==> src/rtl/sa_cell_sequencer_if.sv <==
// ----------------------------------------------------------------------------
// sa_cell_sequencer_if
// Command and upstream-data handshake bundle for sa_cell_sequencer.
//
// Signals
//   cmd_valid   : command offered by the controller
//   cmd_ready   : sequencer idle; command taken on cmd_valid & cmd_ready
//   cmd_op      : 0=LOAD 1=MAC 2=EWISE 3=DRAIN
//   cmd_count   : words (LOAD/EWISE) or cycles (MAC/DRAIN) for the command
//   cmd_wd_base : first weight-buffer pop index used by MAC
//   cmd_sub     : add_sub value held for the whole command
//   src_data    : upstream data word
//   src_valid   : upstream word valid
//   src_ready   : word consumed on src_valid & src_ready
//
// Modports
//   master : controller / data source side (drives cmd_* and src_data/valid)
//   slave  : sequencer side (drives cmd_ready and src_ready)
// ----------------------------------------------------------------------------
interface sa_cell_sequencer_if #(
    parameter int DATA_WIDTH      = 16,
    parameter int WD_BUFFER_DEPTH = 16,
    parameter int COUNT_WIDTH     = 8
);
    localparam int WD_AW = (WD_BUFFER_DEPTH > 1) ? $clog2(WD_BUFFER_DEPTH) : 1;

    logic                   cmd_valid;
    logic                   cmd_ready;
    logic [1:0]             cmd_op;
    logic [COUNT_WIDTH-1:0] cmd_count;
    logic [WD_AW-1:0]       cmd_wd_base;
    logic                   cmd_sub;
    logic [DATA_WIDTH-1:0]  src_data;
    logic                   src_valid;
    logic                   src_ready;

    modport master (
        output cmd_valid, cmd_op, cmd_count, cmd_wd_base, cmd_sub,
        output src_data, src_valid,
        input  cmd_ready, src_ready
    );

    modport slave (
        input  cmd_valid, cmd_op, cmd_count, cmd_wd_base, cmd_sub,
        input  src_data, src_valid,
        output cmd_ready, src_ready
    );
endinterface

==> src/rtl/sa_cell_sequencer.sv <==
// ----------------------------------------------------------------------------
// sa_cell_sequencer
// Command-driven control source for one sa_cell (or a column of sa_cells).
// Accepts one command at a time (LOAD, MAC, EWISE, DRAIN), drives the cell's
// ctrl word, pop indices, add_sub and the data_in stream fed from an upstream
// valid/ready source, and pulses o_done once a command has completed.
//
// Ports
//   i_clk                         clock
//   i_rst                         synchronous reset, active-high
//   bus (sa_cell_sequencer_if.slave) command and upstream data handshakes
//   o_ctrl[CTRL_WIDTH]            cell ctrl word
//   o_data_in[DATA_WIDTH]         cell data stream
//   o_data_in_valid               cell data stream valid
//   o_wd_buffer_pop_index         cell weight buffer pop index
//   o_input_buffer_pop_index      cell input buffer pop index
//   o_partials_buffer_pop_index   cell partials buffer pop index
//   o_add_sub                     cell adder add/subtract select
//   o_done                        one-cycle completion pulse
//   o_busy_cycles[32]             (SA_SEQ_PERF_CNT_EN only) non-idle cycles
//   o_stall_cycles[32]            (SA_SEQ_PERF_CNT_EN only) starved stream cycles
//
// Configuration macro
//   SA_SEQ_PERF_CNT_EN : adds saturating busy/stall performance counters.
//
// All cell-facing outputs and cmd_ready are registered; src_ready is
// combinational from the registered FSM state and remaining count.
// ----------------------------------------------------------------------------
module sa_cell_sequencer #(
    parameter int DATA_WIDTH            = 16,
    parameter int CTRL_WIDTH            = 9,
    parameter int WD_BUFFER_DEPTH       = 16,
    parameter int INPUT_BUFFER_DEPTH    = 2,
    parameter int PARTIALS_BUFFER_DEPTH = 2,
    parameter int COUNT_WIDTH           = 8,
    localparam int WD_AW = (WD_BUFFER_DEPTH > 1) ? $clog2(WD_BUFFER_DEPTH) : 1,
    localparam int IN_AW = (INPUT_BUFFER_DEPTH > 1) ? $clog2(INPUT_BUFFER_DEPTH) : 1,
    localparam int PS_AW = (PARTIALS_BUFFER_DEPTH > 1) ? $clog2(PARTIALS_BUFFER_DEPTH) : 1
) (
    input  logic                  i_clk,
    input  logic                  i_rst,
    sa_cell_sequencer_if.slave    bus,
    output logic [CTRL_WIDTH-1:0] o_ctrl,
    output logic [DATA_WIDTH-1:0] o_data_in,
    output logic                  o_data_in_valid,
    output logic [WD_AW-1:0]      o_wd_buffer_pop_index,
    output logic [IN_AW-1:0]      o_input_buffer_pop_index,
    output logic [PS_AW-1:0]      o_partials_buffer_pop_index,
    output logic                  o_add_sub,
    output logic                  o_done
`ifdef SA_SEQ_PERF_CNT_EN
    ,
    output logic [31:0]           o_busy_cycles,
    output logic [31:0]           o_stall_cycles
`endif
);

    // FSM encoding
    localparam logic [2:0] ST_IDLE  = 3'd0;
    localparam logic [2:0] ST_LOAD  = 3'd1;
    localparam logic [2:0] ST_MAC   = 3'd2;
    localparam logic [2:0] ST_EWISE = 3'd3;
    localparam logic [2:0] ST_DRAIN = 3'd4;

    // Constant cell ctrl words; a stall word is the active word with the
    // three push bits [8:6] cleared so the cell buffers do not advance.
    localparam logic [CTRL_WIDTH-1:0] CTRL_LOAD  = CTRL_WIDTH'(9'h040);
    localparam logic [CTRL_WIDTH-1:0] CTRL_MAC   = CTRL_WIDTH'(9'h18B);
    localparam logic [CTRL_WIDTH-1:0] CTRL_EWISE = CTRL_WIDTH'(9'h0A0);
    localparam logic [CTRL_WIDTH-1:0] CTRL_DRAIN = CTRL_WIDTH'(9'h000);
    localparam logic [CTRL_WIDTH-1:0] CTRL_PUSH  = CTRL_WIDTH'(9'h1C0);

    // Control state
    logic [2:0]             r_state;
    logic [2:0]             w_state_next;
    logic [COUNT_WIDTH-1:0] r_remaining;
    logic [COUNT_WIDTH-1:0] w_remaining_next;
    logic [WD_AW-1:0]       r_wd_idx;
    logic [WD_AW-1:0]       w_wd_idx_next;
    logic [IN_AW-1:0]       r_in_idx;
    logic [IN_AW-1:0]       w_in_idx_next;
    logic [PS_AW-1:0]       r_ps_idx;
    logic [PS_AW-1:0]       w_ps_idx_next;
    logic                   r_sub;
    logic                   w_sub_next;
    logic                   r_cmd_ready;
    logic [2:0]             w_op_state;

    // Registered cell-facing outputs and their next values
    logic [CTRL_WIDTH-1:0]  r_ctrl;
    logic [CTRL_WIDTH-1:0]  w_ctrl_next;
    logic [DATA_WIDTH-1:0]  r_data_in;
    logic [DATA_WIDTH-1:0]  w_data_next;
    logic                   r_data_in_valid;
    logic                   w_dv_next;
    logic [WD_AW-1:0]       r_wd_pop;
    logic [WD_AW-1:0]       w_wd_pop_next;
    logic [IN_AW-1:0]       r_in_pop;
    logic [IN_AW-1:0]       w_in_pop_next;
    logic [PS_AW-1:0]       r_ps_pop;
    logic [PS_AW-1:0]       w_ps_pop_next;
    logic                   r_add_sub;
    logic                   w_add_sub_next;
    logic                   r_done;
    logic                   w_done_next;

    // Handshake qualifiers
    logic w_accept;
    logic w_busy;
    logic w_active;
    logic w_streaming;
    logic w_take;

    // A command still has words/cycles left while r_remaining is non-zero;
    // once it reaches zero the FSM spends one more cycle to return to IDLE,
    // which is where done is raised.
    assign w_busy      = (r_state != ST_IDLE);
    assign w_active    = w_busy && (r_remaining != {COUNT_WIDTH{1'b0}});
    assign w_streaming = w_active && ((r_state == ST_LOAD) || (r_state == ST_EWISE));
    assign w_take      = w_streaming && bus.src_valid;
    assign w_accept    = (r_state == ST_IDLE) && r_cmd_ready && bus.cmd_valid;

    assign bus.cmd_ready = r_cmd_ready;
    assign bus.src_ready = w_streaming;

    // Decode the command opcode into the busy state it starts
    always_comb begin
        w_op_state = ST_IDLE;
        case (bus.cmd_op)
            2'd0:    w_op_state = ST_LOAD;
            2'd1:    w_op_state = ST_MAC;
            2'd2:    w_op_state = ST_EWISE;
            2'd3:    w_op_state = ST_DRAIN;
            default: w_op_state = ST_IDLE;
        endcase
    end

    // FSM next-state, remaining count and MAC index sequencing
    always_comb begin
        w_state_next     = r_state;
        w_remaining_next = r_remaining;
        w_wd_idx_next    = r_wd_idx;
        w_in_idx_next    = r_in_idx;
        w_ps_idx_next    = r_ps_idx;
        w_sub_next       = r_sub;
        case (r_state)
            ST_IDLE: begin
                if (w_accept) begin
                    // Everything about the command is latched here; later
                    // cmd_* activity is ignored until IDLE again.
                    w_state_next     = w_op_state;
                    w_remaining_next = bus.cmd_count;
                    w_wd_idx_next    = bus.cmd_wd_base;
                    w_in_idx_next    = {IN_AW{1'b0}};
                    w_ps_idx_next    = {PS_AW{1'b0}};
                    w_sub_next       = bus.cmd_sub;
                end else begin
                    w_state_next = ST_IDLE;
                end
            end
            ST_LOAD, ST_EWISE: begin
                if (r_remaining == {COUNT_WIDTH{1'b0}}) begin
                    w_state_next = ST_IDLE;
                end else if (bus.src_valid) begin
                    w_remaining_next = r_remaining - {{(COUNT_WIDTH-1){1'b0}}, 1'b1};
                end else begin
                    w_remaining_next = r_remaining;
                end
            end
            ST_MAC: begin
                if (r_remaining == {COUNT_WIDTH{1'b0}}) begin
                    w_state_next = ST_IDLE;
                end else begin
                    // Indices wrap naturally at the power-of-two buffer depths
                    w_remaining_next = r_remaining - {{(COUNT_WIDTH-1){1'b0}}, 1'b1};
                    w_wd_idx_next    = r_wd_idx + {{(WD_AW-1){1'b0}}, 1'b1};
                    w_in_idx_next    = r_in_idx + {{(IN_AW-1){1'b0}}, 1'b1};
                    w_ps_idx_next    = r_ps_idx + {{(PS_AW-1){1'b0}}, 1'b1};
                end
            end
            ST_DRAIN: begin
                if (r_remaining == {COUNT_WIDTH{1'b0}}) begin
                    w_state_next = ST_IDLE;
                end else begin
                    w_remaining_next = r_remaining - {{(COUNT_WIDTH-1){1'b0}}, 1'b1};
                end
            end
            default: begin
                w_state_next     = ST_IDLE;
                w_remaining_next = {COUNT_WIDTH{1'b0}};
            end
        endcase
    end

    // Next values of the cell-facing outputs
    always_comb begin
        w_ctrl_next   = {CTRL_WIDTH{1'b0}};
        w_data_next   = r_data_in;
        w_dv_next     = 1'b0;
        w_wd_pop_next = {WD_AW{1'b0}};
        w_in_pop_next = {IN_AW{1'b0}};
        w_ps_pop_next = {PS_AW{1'b0}};
        if (w_active) begin
            w_add_sub_next = r_sub;
            case (r_state)
                ST_LOAD: begin
                    if (w_take) begin
                        w_ctrl_next = CTRL_LOAD;
                        w_data_next = bus.src_data;
                        w_dv_next   = 1'b1;
                    end else begin
                        w_ctrl_next = CTRL_LOAD & ~CTRL_PUSH;
                    end
                end
                ST_EWISE: begin
                    if (w_take) begin
                        w_ctrl_next = CTRL_EWISE;
                        w_data_next = bus.src_data;
                        w_dv_next   = 1'b1;
                    end else begin
                        w_ctrl_next = CTRL_EWISE & ~CTRL_PUSH;
                    end
                end
                ST_MAC: begin
                    w_ctrl_next   = CTRL_MAC;
                    w_wd_pop_next = r_wd_idx;
                    w_in_pop_next = r_in_idx;
                    w_ps_pop_next = r_ps_idx;
                end
                ST_DRAIN: begin
                    w_ctrl_next = CTRL_DRAIN;
                end
                default: begin
                    w_ctrl_next = {CTRL_WIDTH{1'b0}};
                end
            endcase
        end else begin
            w_add_sub_next = 1'b0;
        end
        // Busy with nothing left means this edge returns the FSM to IDLE
        w_done_next = w_busy && (r_remaining == {COUNT_WIDTH{1'b0}});
    end

    // State and output registers with synchronous reset
    always_ff @(posedge i_clk) begin
        if (i_rst) begin
            r_state         <= ST_IDLE;
            r_remaining     <= {COUNT_WIDTH{1'b0}};
            r_wd_idx        <= {WD_AW{1'b0}};
            r_in_idx        <= {IN_AW{1'b0}};
            r_ps_idx        <= {PS_AW{1'b0}};
            r_sub           <= 1'b0;
            r_cmd_ready     <= 1'b0;
            r_ctrl          <= {CTRL_WIDTH{1'b0}};
            r_data_in       <= {DATA_WIDTH{1'b0}};
            r_data_in_valid <= 1'b0;
            r_wd_pop        <= {WD_AW{1'b0}};
            r_in_pop        <= {IN_AW{1'b0}};
            r_ps_pop        <= {PS_AW{1'b0}};
            r_add_sub       <= 1'b0;
            r_done          <= 1'b0;
        end else begin
            r_state         <= w_state_next;
            r_remaining     <= w_remaining_next;
            r_wd_idx        <= w_wd_idx_next;
            r_in_idx        <= w_in_idx_next;
            r_ps_idx        <= w_ps_idx_next;
            r_sub           <= w_sub_next;
            // Ready tracks the state being entered so it is high exactly in IDLE
            r_cmd_ready     <= (w_state_next == ST_IDLE);
            r_ctrl          <= w_ctrl_next;
            r_data_in       <= w_data_next;
            r_data_in_valid <= w_dv_next;
            r_wd_pop        <= w_wd_pop_next;
            r_in_pop        <= w_in_pop_next;
            r_ps_pop        <= w_ps_pop_next;
            r_add_sub       <= w_add_sub_next;
            r_done          <= w_done_next;
        end
    end

    assign o_ctrl                      = r_ctrl;
    assign o_data_in                   = r_data_in;
    assign o_data_in_valid             = r_data_in_valid;
    assign o_wd_buffer_pop_index       = r_wd_pop;
    assign o_input_buffer_pop_index    = r_in_pop;
    assign o_partials_buffer_pop_index = r_ps_pop;
    assign o_add_sub                   = r_add_sub;
    assign o_done                      = r_done;

`ifdef SA_SEQ_PERF_CNT_EN
    logic [31:0] r_busy_cycles;
    logic [31:0] r_stall_cycles;

    // Saturating busy and starved-stream counters, cleared only by reset
    always_ff @(posedge i_clk) begin
        if (i_rst) begin
            r_busy_cycles  <= 32'h0000_0000;
            r_stall_cycles <= 32'h0000_0000;
        end else begin
            if (w_busy && (r_busy_cycles != 32'hFFFF_FFFF)) begin
                r_busy_cycles <= r_busy_cycles + 32'h0000_0001;
            end else begin
                r_busy_cycles <= r_busy_cycles;
            end
            if (w_streaming && !bus.src_valid && (r_stall_cycles != 32'hFFFF_FFFF)) begin
                r_stall_cycles <= r_stall_cycles + 32'h0000_0001;
            end else begin
                r_stall_cycles <= r_stall_cycles;
            end
        end
    end

    assign o_busy_cycles  = r_busy_cycles;
    assign o_stall_cycles = r_stall_cycles;
`endif

endmodule
==> src/flat_wrapper.sv <==
// flat-port wrapper written by rule: the top's interface ports become plain ports
module sa_cell_sequencer_flat 
#(
    parameter int DATA_WIDTH            = 16,
    parameter int CTRL_WIDTH            = 9,
    parameter int WD_BUFFER_DEPTH       = 16,
    parameter int INPUT_BUFFER_DEPTH    = 2,
    parameter int PARTIALS_BUFFER_DEPTH = 2,
    parameter int COUNT_WIDTH           = 8,
    localparam int WD_AW = (WD_BUFFER_DEPTH > 1) ? $clog2(WD_BUFFER_DEPTH) : 1,
    localparam int IN_AW = (INPUT_BUFFER_DEPTH > 1) ? $clog2(INPUT_BUFFER_DEPTH) : 1,
    localparam int PS_AW = (PARTIALS_BUFFER_DEPTH > 1) ? $clog2(PARTIALS_BUFFER_DEPTH) : 1
)
  (i_clk, i_rst, o_ctrl, o_data_in, o_data_in_valid, o_wd_buffer_pop_index, o_input_buffer_pop_index, o_partials_buffer_pop_index, o_add_sub, o_done, bus_cmd_valid, bus_cmd_op, bus_cmd_count, bus_cmd_wd_base, bus_cmd_sub, bus_src_data, bus_src_valid, bus_cmd_ready, bus_src_ready);
  sa_cell_sequencer_if #(.DATA_WIDTH(DATA_WIDTH), .WD_BUFFER_DEPTH(WD_BUFFER_DEPTH), .COUNT_WIDTH(COUNT_WIDTH)) bus_i ();
  input  logic i_clk;
  input  logic i_rst;
  output logic [CTRL_WIDTH-1:0] o_ctrl;
  output logic [DATA_WIDTH-1:0] o_data_in;
  output logic o_data_in_valid;
  output logic [WD_AW-1:0] o_wd_buffer_pop_index;
  output logic [IN_AW-1:0] o_input_buffer_pop_index;
  output logic [PS_AW-1:0] o_partials_buffer_pop_index;
  output logic o_add_sub;
  output logic o_done;
  input wire logic [$bits(bus_i.cmd_valid)-1:0] bus_cmd_valid;
  input wire logic [$bits(bus_i.cmd_op)-1:0] bus_cmd_op;
  input wire logic [$bits(bus_i.cmd_count)-1:0] bus_cmd_count;
  input wire logic [$bits(bus_i.cmd_wd_base)-1:0] bus_cmd_wd_base;
  input wire logic [$bits(bus_i.cmd_sub)-1:0] bus_cmd_sub;
  input wire logic [$bits(bus_i.src_data)-1:0] bus_src_data;
  input wire logic [$bits(bus_i.src_valid)-1:0] bus_src_valid;
  output wire logic [$bits(bus_i.cmd_ready)-1:0] bus_cmd_ready;
  output wire logic [$bits(bus_i.src_ready)-1:0] bus_src_ready;
  assign bus_i.cmd_valid = bus_cmd_valid;
  assign bus_i.cmd_op = bus_cmd_op;
  assign bus_i.cmd_count = bus_cmd_count;
  assign bus_i.cmd_wd_base = bus_cmd_wd_base;
  assign bus_i.cmd_sub = bus_cmd_sub;
  assign bus_i.src_data = bus_src_data;
  assign bus_i.src_valid = bus_src_valid;
  assign bus_cmd_ready = bus_i.cmd_ready;
  assign bus_src_ready = bus_i.src_ready;
  sa_cell_sequencer #(.DATA_WIDTH(DATA_WIDTH), .CTRL_WIDTH(CTRL_WIDTH), .WD_BUFFER_DEPTH(WD_BUFFER_DEPTH), .INPUT_BUFFER_DEPTH(INPUT_BUFFER_DEPTH), .PARTIALS_BUFFER_DEPTH(PARTIALS_BUFFER_DEPTH), .COUNT_WIDTH(COUNT_WIDTH)) u_core (.i_clk(i_clk), .i_rst(i_rst), .bus(bus_i), .o_ctrl(o_ctrl), .o_data_in(o_data_in), .o_data_in_valid(o_data_in_valid), .o_wd_buffer_pop_index(o_wd_buffer_pop_index), .o_input_buffer_pop_index(o_input_buffer_pop_index), .o_partials_buffer_pop_index(o_partials_buffer_pop_index), .o_add_sub(o_add_sub), .o_done(o_done));
endmodule
==> config.mk <==
export PLATFORM = sky130hd
export DESIGN_NAME = sa_cell_sequencer_flat
export DESIGN_NICKNAME = d
export VERILOG_FILES = /design/src/rtl/sa_cell_sequencer_if.sv /design/src/rtl/sa_cell_sequencer.sv /design/src/flat_wrapper.sv
export SDC_FILE = /design/constraint.sdc
export NUM_CORES = 1
export LEC_CHECK = 0
export CAP_MARGIN = 20
export CORE_MARGIN = 2
export CORE_UTILIZATION = 35
export DETAILED_ROUTE_END_ITERATION = 6
export PLACE_DENSITY = 0.67
export SYNTH_ARGS = -nofsm -noshare
export SYNTH_HDL_FRONTEND = slang
export SYNTH_SLANG_ARGS = --single-unit
==> constraint.sdc <==
create_clock -name i_clk -period 2.2 [get_ports i_clk]
set_input_delay 0.22 -clock i_clk [delete_from_list [all_inputs] [get_ports i_clk]]
set_output_delay 0.22 -clock i_clk [all_outputs]
set_load 0.02 [all_outputs]
==> results of run 1 <==
-- final cells by class --
cell class / instances / area [µm²] / area share [%]
timing repair buffer: 81 / 790 / 25.0
inverter: 10 / 37.5 / 1.19
clock inverter: 3 / 68.8 / 2.18
sequential: 48 / 961 / 30.4
clock buffer: 5 / 68.8 / 2.18
tap: 77 / 96.3 / 3.05
multi-input combinational: 169 / 1140 / 36.0
-- Yosys cell counts, types with 2 or more instances --
library cell  count  share of area (%)
a21o_1            2               0.67
a21oi_1          11                2.4
a221oi_1          2               0.78
a22oi_1           4                1.3
a311oi_1          3                1.2
and2_1            8                2.2
buf_2             4               0.89
buf_4             5                1.7
clkbuf_1          8                1.3
dfxtp_1          48                 43
ha_1              6                3.3
inv_1            10                1.7
mux2i_1          16                7.1
nand2_1          17                2.8
nand3_1           5                1.1
nor2_1           23                3.8
nor3_1           14                3.1
nor3b_1           3                1.0
nor4_1            3               0.84
nor4b_1           3                1.2
o21a_1            2               0.67
o21ai_0           4               0.89
o21ai_1           4               0.89
o22ai_1           2               0.56
o2bb2ai_1         2               0.78
o31ai_1           3                1.0
o32ai_1           3                1.2
or3b_2            2               0.78
xnor2_1           3                1.2
xor2_1            2               0.78
-- tightest hold or removal path: stages --
cell and delay, ns:
clkdlybuf4s50_1 0.40, nand2_1 0.06, a21oi_1 0.05
-- where the power goes --
group	internal (mW)	switching, mW	total, mW	leakage [nW]
registers	0.940	0.0737	1.01	0.389
logic	0.395	0.477	0.871	0.872
clock network	0.458	0.312	0.770	0.0687
-- how the worst min path moves through the flow --
stage,from,endpoint,depth (start not counted)
4_1_cts,bus_cmd_sub,u_core.r_sub,3
6_report,bus_cmd_sub,u_core.r_sub,3
5_1_grt,bus_cmd_sub,u_core.r_sub,3
3_3_place_gp,u_core.r_sub,u_core.r_sub,2
3_5_place_dp,u_core.r_sub,u_core.r_sub,2
2_1_floorplan,i_rst,u_core.o_ctrl[3],1
-- placed cells by master, fill, tap and decap left out, types with 2 or more instances in the layout --
cell type / netlist / routed
clkdlybuf4s50_1: 0 / 67
dfxtp_1: 48 / 48
nor2_1: 23 / 23
nand2_1: 17 / 17
mux2i_1: 16 / 16
nor3_1: 14 / 14
buf_4: 5 / 12
a21oi_1: 11 / 11
inv_1: 10 / 10
and2_1: 8 / 8
ha_1: 6 / 6
nand3_1: 5 / 5
clkbuf_8: 0 / 5
o21ai_1: 4 / 4
a22oi_1: 4 / 4
o21ai_0: 4 / 4
o31ai_1: 3 / 3
o32ai_1: 3 / 3
a311oi_1: 3 / 3
nor4_1: 3 / 3
nor4b_1: 3 / 3
xnor2_1: 3 / 3
or3b_2: 2 / 2
o21a_1: 2 / 2
a21o_1: 2 / 2
nor3b_1: 3 / 2
xor2_1: 2 / 2
a221oi_1: 2 / 2
o2bb2ai_1: 2 / 2
o22ai_1: 2 / 2
conb_1: 1 / 2
bufinv_16: 0 / 2
-- state kept, by name, indices dropped and copies added, names as in the netlist --
register,count
u_core.o_data_in,16
u_core.r_state,3
u_core.o_done,1
u_core.o_input_buffer_pop_index,1
u_core.r_ps_idx,1
u_core.o_ctrl,4
u_core.o_add_sub,1
u_core.r_in_idx,1
u_core.o_data_in_valid,1
u_core.r_sub,1
u_core.r_remaining,8
u_core.o_partials_buffer_pop_index,1
u_core.o_wd_buffer_pop_index,4
u_core.r_wd_idx,4
u_core.bus.cmd_ready,1
-- metal layers --
metal | share of wire [%] | GRT usage (%)
met1 | 43 | 19.7
met2 | 49 | 25.5
met3 | 6.6 | 4.06
met4 | 0.95 | 3.96
met5 | 0 | 0
-- through the flow --
step	setup WS, ns	std cells	power (mW)	hold slack [ns]
finish	0.216	393	2.65	0.462
global route	0.0618	393	2.80	0.460
CTS	0.202	393	2.67	0.462
detailed placement	0.238	385	1.90	0.450
global placement	0.273	385	1.89	0.453
floorplan	0.314	246	1.58	0.332
-- cells by family (layout without fill, tap and decap cells) --
group / after synthesis / count (layout) / share of synthesized area (%)
and+or+nand+nor: 86 / 86 / 19.8
AOI/OAI and AO/OA: 53 / 53 / 17.4
DFF: 48 / 48 / 42.8
buffers and inverters: 29 / 99 / 6.96
muxes: 17 / 17 / 7.63
adders and majority gates: 6 / 6 / 3.34
xor gates and xnor gates: 5 / 5 / 1.95
other: 1 / 2 / 0.167
-- what timing repair did --
item,in CTS,in global routing
setup endpoints to repair,1,0
resized for setup,2,0
endpoints found under the hold margin,0,0
==> impl_metrics.toml, run 1 <==
[run_status]
run_status = "complete, no violations"

[critical_path]
path_max_fanout = 6
cp.arrival_ns = 1.76
endpoint_kind = "output port"
path_buf_inv = 2
cp_cell_sequence = "buf_4 > nor4_2 > nand2_1 > and2_1 > dlygate4sd2_1"
ff2ff_setup_slack_ns = 0.22
criticalPathCategory = "reg -> out"
worstSetupEndpoint = "bus_src_ready"
cp_num_cells = 5
cpPeakStageDelay_ns = 0.34
required_ns = 1.98
critPathLaunch = "u_core.r_remaining[2]"
crit_path_start_kind = "flop"
reg2reg_to = "u_core.r_remaining[0]"
r2r_cells = 6
crit_family = "simple AND/OR/NAND/NOR gates"
crit_slowest_cell = "nor4_2"
r2r_start = "u_core.r_remaining[0]"

[layout]
n_fill_cell = 596
antenna_cells = 0
postLayoutCellArea_um2 = 3160
drive_gt1_share_pct = 10.1
synthToLayoutAreaGrowth_pct = 40.6
final_util_pct = 50.3
nets = 356

[synthesis]
syn_area_per_cell_um2 = 9.17
synth_edf_count = 0
synth_seq_cells = 48
async_flop_share_pct = 0
ys_warn_count = 0
syn_inst = 245
ys_types = 53
synth_area_um2 = 2250
ys.flop_type = "dfxtp_1"
yosysSeqAreaShare_pct = 42.8

[die]
row_count = 29
initial_core_util_pct = 35.8
die_x_um = 84.1
die_area_um2 = 7080
coreArea_um2 = 6280
die_h_um = 84.1
ios = 71

[global_routing]
grt_pass1_vias = 1863
grt_pass1_wl_mm = 8.89
grt.total_usage_pct = 15.3
overflow = 0
grt_max_degree = 21
antenna_found_initial = 0

[place]
port_buffers = 68
gp_congestion = 0.909
place_area_um2 = 3020
dp_hpwl_mm = 4.04

[clock_network]
cts.sink_count = 48
cts_hold_buf = 0
cts_buffers = 5
insertion_delay_ns = 0.30
h-tree-depth = 2
cts_tree = "built"
cts.reportedPaths.clkPinSlew_ns = 0.10
cts_setup_buffers = 0
cts-root-buf = "clkbuf_8"
cts_buffer_depth = 2

[pwr]
p_per_area_nw_per_um2 = 840
p_leak_nw = 1.33
ir_drop_v = 0.000449

[sta]
tightest_slew_ns = 0.616
clock_skew_ns = 0.0100
period_minus_slack_ns = 1.98
rsz0062_at_grt = "no"
hold_viol = 0
slew_headroom_pct = 58.9
fin_crit_sh_pct = 90.2
setup_viol = 0
drv_slew = 0
setup_tns_ns = 0
max_freq_mhz = 504

[route]
drtIter0Drc = 99
ant_nets = 0
drt_first_pass_iters = 4
wl_per_cell_um = 13.7
wirelength_mm = 5.39
vias = 2017
via_per_inst = 5.13
drc_errors = 0

[hold_path]
hold_class = "in -> reg"

[flow_run]
maxCapViolations = 0
Note: power is estimated with default switching activity, not from simulation.
==> run 2: changes to the inputs <==
Settings changed: CORE_MARGIN 2 to default, SLEW_MARGIN from default to 20.
==> run 2 against run 1 <==
Compared with the run above:
- register-to-register slack gained 0.03 ns
- via count is 0.20% higher
- first-iteration DRC count is 11% lower
- highest routed layer unchanged
- largest cell class unchanged
==> impl_metrics.toml, run 2 (same netlist as run 1, synthesis figures left out) <==
[route]
drc_errors = 0
vias = 2021
drt_first_pass_iters = 4
wirelength_mm = 5.36
via_per_inst = 5.14
ant_nets = 0
wl_per_cell_um = 13.6
drtIter0Drc = 88

[clock_network]
insertion_delay_ns = 0.30
cts.sink_count = 48
cts_hold_buf = 0
cts.reportedPaths.clkPinSlew_ns = 0.08
h-tree-depth = 2
cts-root-buf = "clkbuf_8"
cts_tree = "built"
cts_buffer_depth = 2
cts_buffers = 5

[place]
place_inst = 385
port_buffers = 68
dp_hpwl_mm = 4.03
pre_cts_slack_ns = 0.237
gp_congestion = 0.903

[die]
die_area_um2 = 6740
die_x_um = 82.1
coreArea_um2 = 6060
ios = 71
row_count = 28
initial_core_util_pct = 37.1
die_h_um = 82.1

[sta]
rsz0062_at_grt = "no"
slew_headroom_pct = 63.1
drv_slew = 0
setup_tns_ns = 0
whs_ns = 0.463
max_freq_mhz = 506
period_minus_slack_ns = 1.98
setup_slack_ns = 0.223
tightest_slew_ns = 0.552
clock_skew_ns = 0.00639
setup_viol = 0
hold_viol = 0
fin_crit_sh_pct = 89.9

[hold_path]
hold_class = "reg -> reg"
whs_path_depth = 2

[pwr]
p_per_area_nw_per_um2 = 796
p_leak_nw = 1.33
ir_drop_v = 0.000336

[global_routing]
grt_pass1_vias = 1814
grt.total_usage_pct = 16.8
overflow = 0
grt_pass1_wl_mm = 8.55
grt_max_degree = 19
antenna_found_initial = 0

[layout]
drive_gt1_share_pct = 10.4
final_cell_mix = "clkdlybuf4s50_1, dfxtp_1, nor2_1, nand2_1, mux2i_1"
antenna_cells = 0
stdcell_count = 393
final_common_cell = "clkdlybuf4s50_1"
synthToLayoutAreaGrowth_pct = 39.9
largest_reg_flops = 16
nets = 358

[critical_path]
required_ns = 1.98
path_max_fanout = 4
cpPeakStageDelay_ns = 0.38
crit_path_start_kind = "flop"
r2r_cells = 5
cp.arrival_ns = 1.76
crit_slowest_cell = "dfxtp_1"
criticalPathCategory = "reg -> out"
cp_cell_sequence = "inv_1 > ha_1 > nor3b_2 > nand2_1 > and2_1 > dlygate4sd2_1"
endpoint_kind = "output port"

[flow_run]
maxCapViolations = 0

[run_status]
run_status = "complete, no violations"
-- run 2: metrics by stage --
stage                     utilization (%)  power (mW)  instance area [µm²]
final                                51.9        2.50                 3140
after global routing                 51.9        2.65                 3140
after CTS                            51.9        2.51                 3140
after detailed placement             50.0        1.88                 3030
after global placement               50.0        1.88                 3030
after floorplan                         -        1.58                 2250
-- run 2: routing by layer --
| layer | track usage, % | vias to the layer above | routed length, µm |
|---|---|---|---|
| met1 | 22.5 | 937 | 2470 |
| met4 | 6.32 | 0 | 67 |
| li1 | - | 1012 | - |
| met5 | 0 | - | 0 |
| met3 | 3.52 | 6 | 261 |
| met2 | 26.3 | 66 | 2560 |
-- run 2: worst paths after layout --
path         slack, ns                   from                   end
max               0.22  u_core.r_remaining[0]         bus_src_ready
min               0.46           u_core.r_sub          u_core.r_sub
max reg2reg       0.25  u_core.r_remaining[2]  u_core.o_data_in[15]
min reg2reg       0.46           u_core.r_sub          u_core.r_sub
-- run 2: where the power goes --
part	switching (mW)	leakage (nW)	internal, mW
Clock	0.292	0.0552	0.338
Combinational	0.462	0.881	0.392
Sequential	0.0800	0.389	0.940
-- run 2: worst max-delay path, delay by kind of cell, from the launching register on --
family	cells	cell delay [ns]
flip-flops	1	0.38
buffers and inverters	2	0.43
adder cells (fa/ha/maj)	1	0.21
AND/OR/NAND/NOR	3	0.44
-- run 2: area by class of cell --
cell class / count / area, µm²
Inverter: 10 / 37.5
Clock inverter: 2 / 35.0
Tap cell: 75 / 93.8
Timing Repair Buffer: 83 / 805
Multi-Input combinational cell: 169 / 1140
Sequential cell: 48 / 961
Fill cell: 592 / 2920
Clock buffer: 6 / 72.6
-- run 2: what timing repair did --
action | in CTS | in global routing
setup buffers | 0 | 0
resized for setup | 2 | 0
endpoints found under the setup margin | 1 | 0
endpoints found under the hold margin | 0 | 0
==> run 3: changes to the inputs <==
Settings changed: MAX_ROUTING_LAYER from default to met4.
==> run 3 against run 2 <==
Compared with the run above:
- worst setup slack worse by 0.018 ns
- global-route usage is 0.51 points higher
- power is 4.7% lower
- maximum frequency is 0.89% lower
- hold slack worse by 0.0030 ns
- sequential share of layout area is 0.20 points higher
- via count is 0.99% lower
- non-clock buffer count stayed put
==> impl_metrics.toml, run 3 (same netlist as run 1, synthesis figures left out) <==
[place]
place_area_um2 = 3030
dp_hpwl_mm = 3.96
port_buffers = 68
place_inst = 385
gp_congestion = 0.920
pre_cts_slack_ns = 0.248

[critical_path]
reg2reg_to = "u_core.o_data_in[0]"
criticalPathCategory = "reg -> out"
cp_num_cells = 6
r2r_start = "u_core.r_remaining[0]"
path_buf_inv = 2
cpPeakStageDelay_ns = 0.38
cp.arrival_ns = 1.78
path_max_fanout = 4
crit_slowest_cell = "dfxtp_1"
cp_cell_sequence = "inv_1 > ha_1 > nor3b_2 > nand2_1 > and2_1 > dlygate4sd2_1"
endpoint_kind = "output port"
crit_family = "buffers and inverters"
required_ns = 1.98
r2r_cells = 7
crit_path_start_kind = "flop"
ff2ff_setup_slack_ns = 0.22

[sta]
whs_ns = 0.460
max_freq_mhz = 501
period_minus_slack_ns = 2.00
hold_viol = 0
setup_viol = 0
setup_slack_ns = 0.205
slew_headroom_pct = 63.0
tightest_slew_ns = 0.553
clock_skew_ns = 0.00458
fin_crit_sh_pct = 90.7
setup_tns_ns = 0
drv_slew = 0
rsz0062_at_grt = "no"

[route]
ant_nets = 0
wl_per_cell_um = 13.4
wirelength_mm = 5.26
via_per_inst = 5.09
wl_met2_mm = 2.50
drt-met1-wl_mm = 2.39
vias = 2001
drtIter0Drc = 120
top_layer = "met4"
drc_errors = 0
drt_first_pass_iters = 4
wl_met3_um = 328

[layout]
final_common_cell = "clkdlybuf4s50_1"
largest_reg_flops = 16
final_cell_mix = "clkdlybuf4s50_1, dfxtp_1, nor2_1, nand2_1, mux2i_1"
antenna_cells = 0
stdcell_count = 393
synthToLayoutAreaGrowth_pct = 39.0
drive_gt1_share_pct = 10.7
final_util_pct = 51.5
postLayoutCellArea_um2 = 3120
nets = 358

[die]
die_area_um2 = 6740
row_count = 28
initial_core_util_pct = 37.1
ios = 71
coreArea_um2 = 6060
die_x_um = 82.1
die_h_um = 82.1

[pwr]
ir_drop_v = 0.000408
power_mw = 2.39
p_leak_nw = 1.32
p_per_area_nw_per_um2 = 764

[global_routing]
grt_max_degree = 19
grt_pass1_wl_mm = 8.57
antenna_found_initial = 0
grt_pass1_vias = 1897
grt.total_usage_pct = 17.3
overflow = 0

[clock_network]
cts.sink_count = 48
cts-root-buf = "clkbuf_8"
cts_buffer_depth = 2
cts_tree = "built"
h-tree-depth = 2
cts.reportedPaths.clkPinSlew_ns = 0.09
insertion_delay_ns = 0.30
cts_buffers = 5
cts_setup_buffers = 0

[hold_path]
hold_class = "reg -> reg"
whs_path_depth = 2
min_to = "u_core.r_sub"
holdCritStartpoint = "u_core.r_sub"

[flow_run]
maxCapViolations = 0

[run_status]
run_status = "complete, no violations"
[run 3: cell count changes in the layout (fill, tap and decap cells not counted), sizes merged]
cell and delta:
clkinv +2, clkbuf -1, bufinv -1
[run 3: cell type report]
| type | instances | area [µm²] |
|---|---|---|
| Inverter | 10 | 37.5 |
| Fill cell | 586 | 2940 |
| Sequential cell | 48 | 961 |
| Tap cell | 75 | 93.8 |
| Multi-Input combinational cell | 169 | 1140 |
| Timing Repair Buffer | 83 | 805 |
| Clock inverter | 3 | 18.8 |
| Clock buffer | 5 | 68.8 |
[run 3: report_power, final]
part,leakage (nW),internal (mW),switching [mW]
registers,0.389,0.940,0.0807
clock network,0.0479,0.222,0.290
logic,0.881,0.392,0.462
total,1.32,1.55,0.832
[run 3: tightest hold or removal path: stages, from the launching register on]
cell     delay (ns)
dfxtp_1        0.31
nand2_1        0.05
a21oi_1        0.05
[run 3: how the worst max path moves through the flow]
stage / slack [ns] / from / end
4_1_cts: 0.22 / u_core.r_remaining[0] / bus_src_ready
2_1_floorplan: 0.31 / u_core.r_remaining[0] / u_core.o_data_in[10]
3_3_place_gp: 0.27 / u_core.r_remaining[0] / bus_src_ready
6_report: 0.20 / u_core.r_remaining[0] / bus_src_ready
5_1_grt: 0.09 / u_core.r_remaining[0] / u_core.o_data_in[4]
3_5_place_dp: 0.25 / u_core.r_remaining[2] / u_core.o_data_in[11]
[run 3: what timing repair did]
item	4_1_cts	5_1_grt
gates resized for setup	2	0
endpoints found under the hold margin	0	0
hold buffers	0	0
endpoints found under the setup margin	1	0
[run 3: layer usage]
layer  global-route usage (%)  up-vias
met3                     4.73        5
li1                         -     1018
met4                     4.91        0
met2                     26.3       67
met5                        -        -
met1                     22.4      911
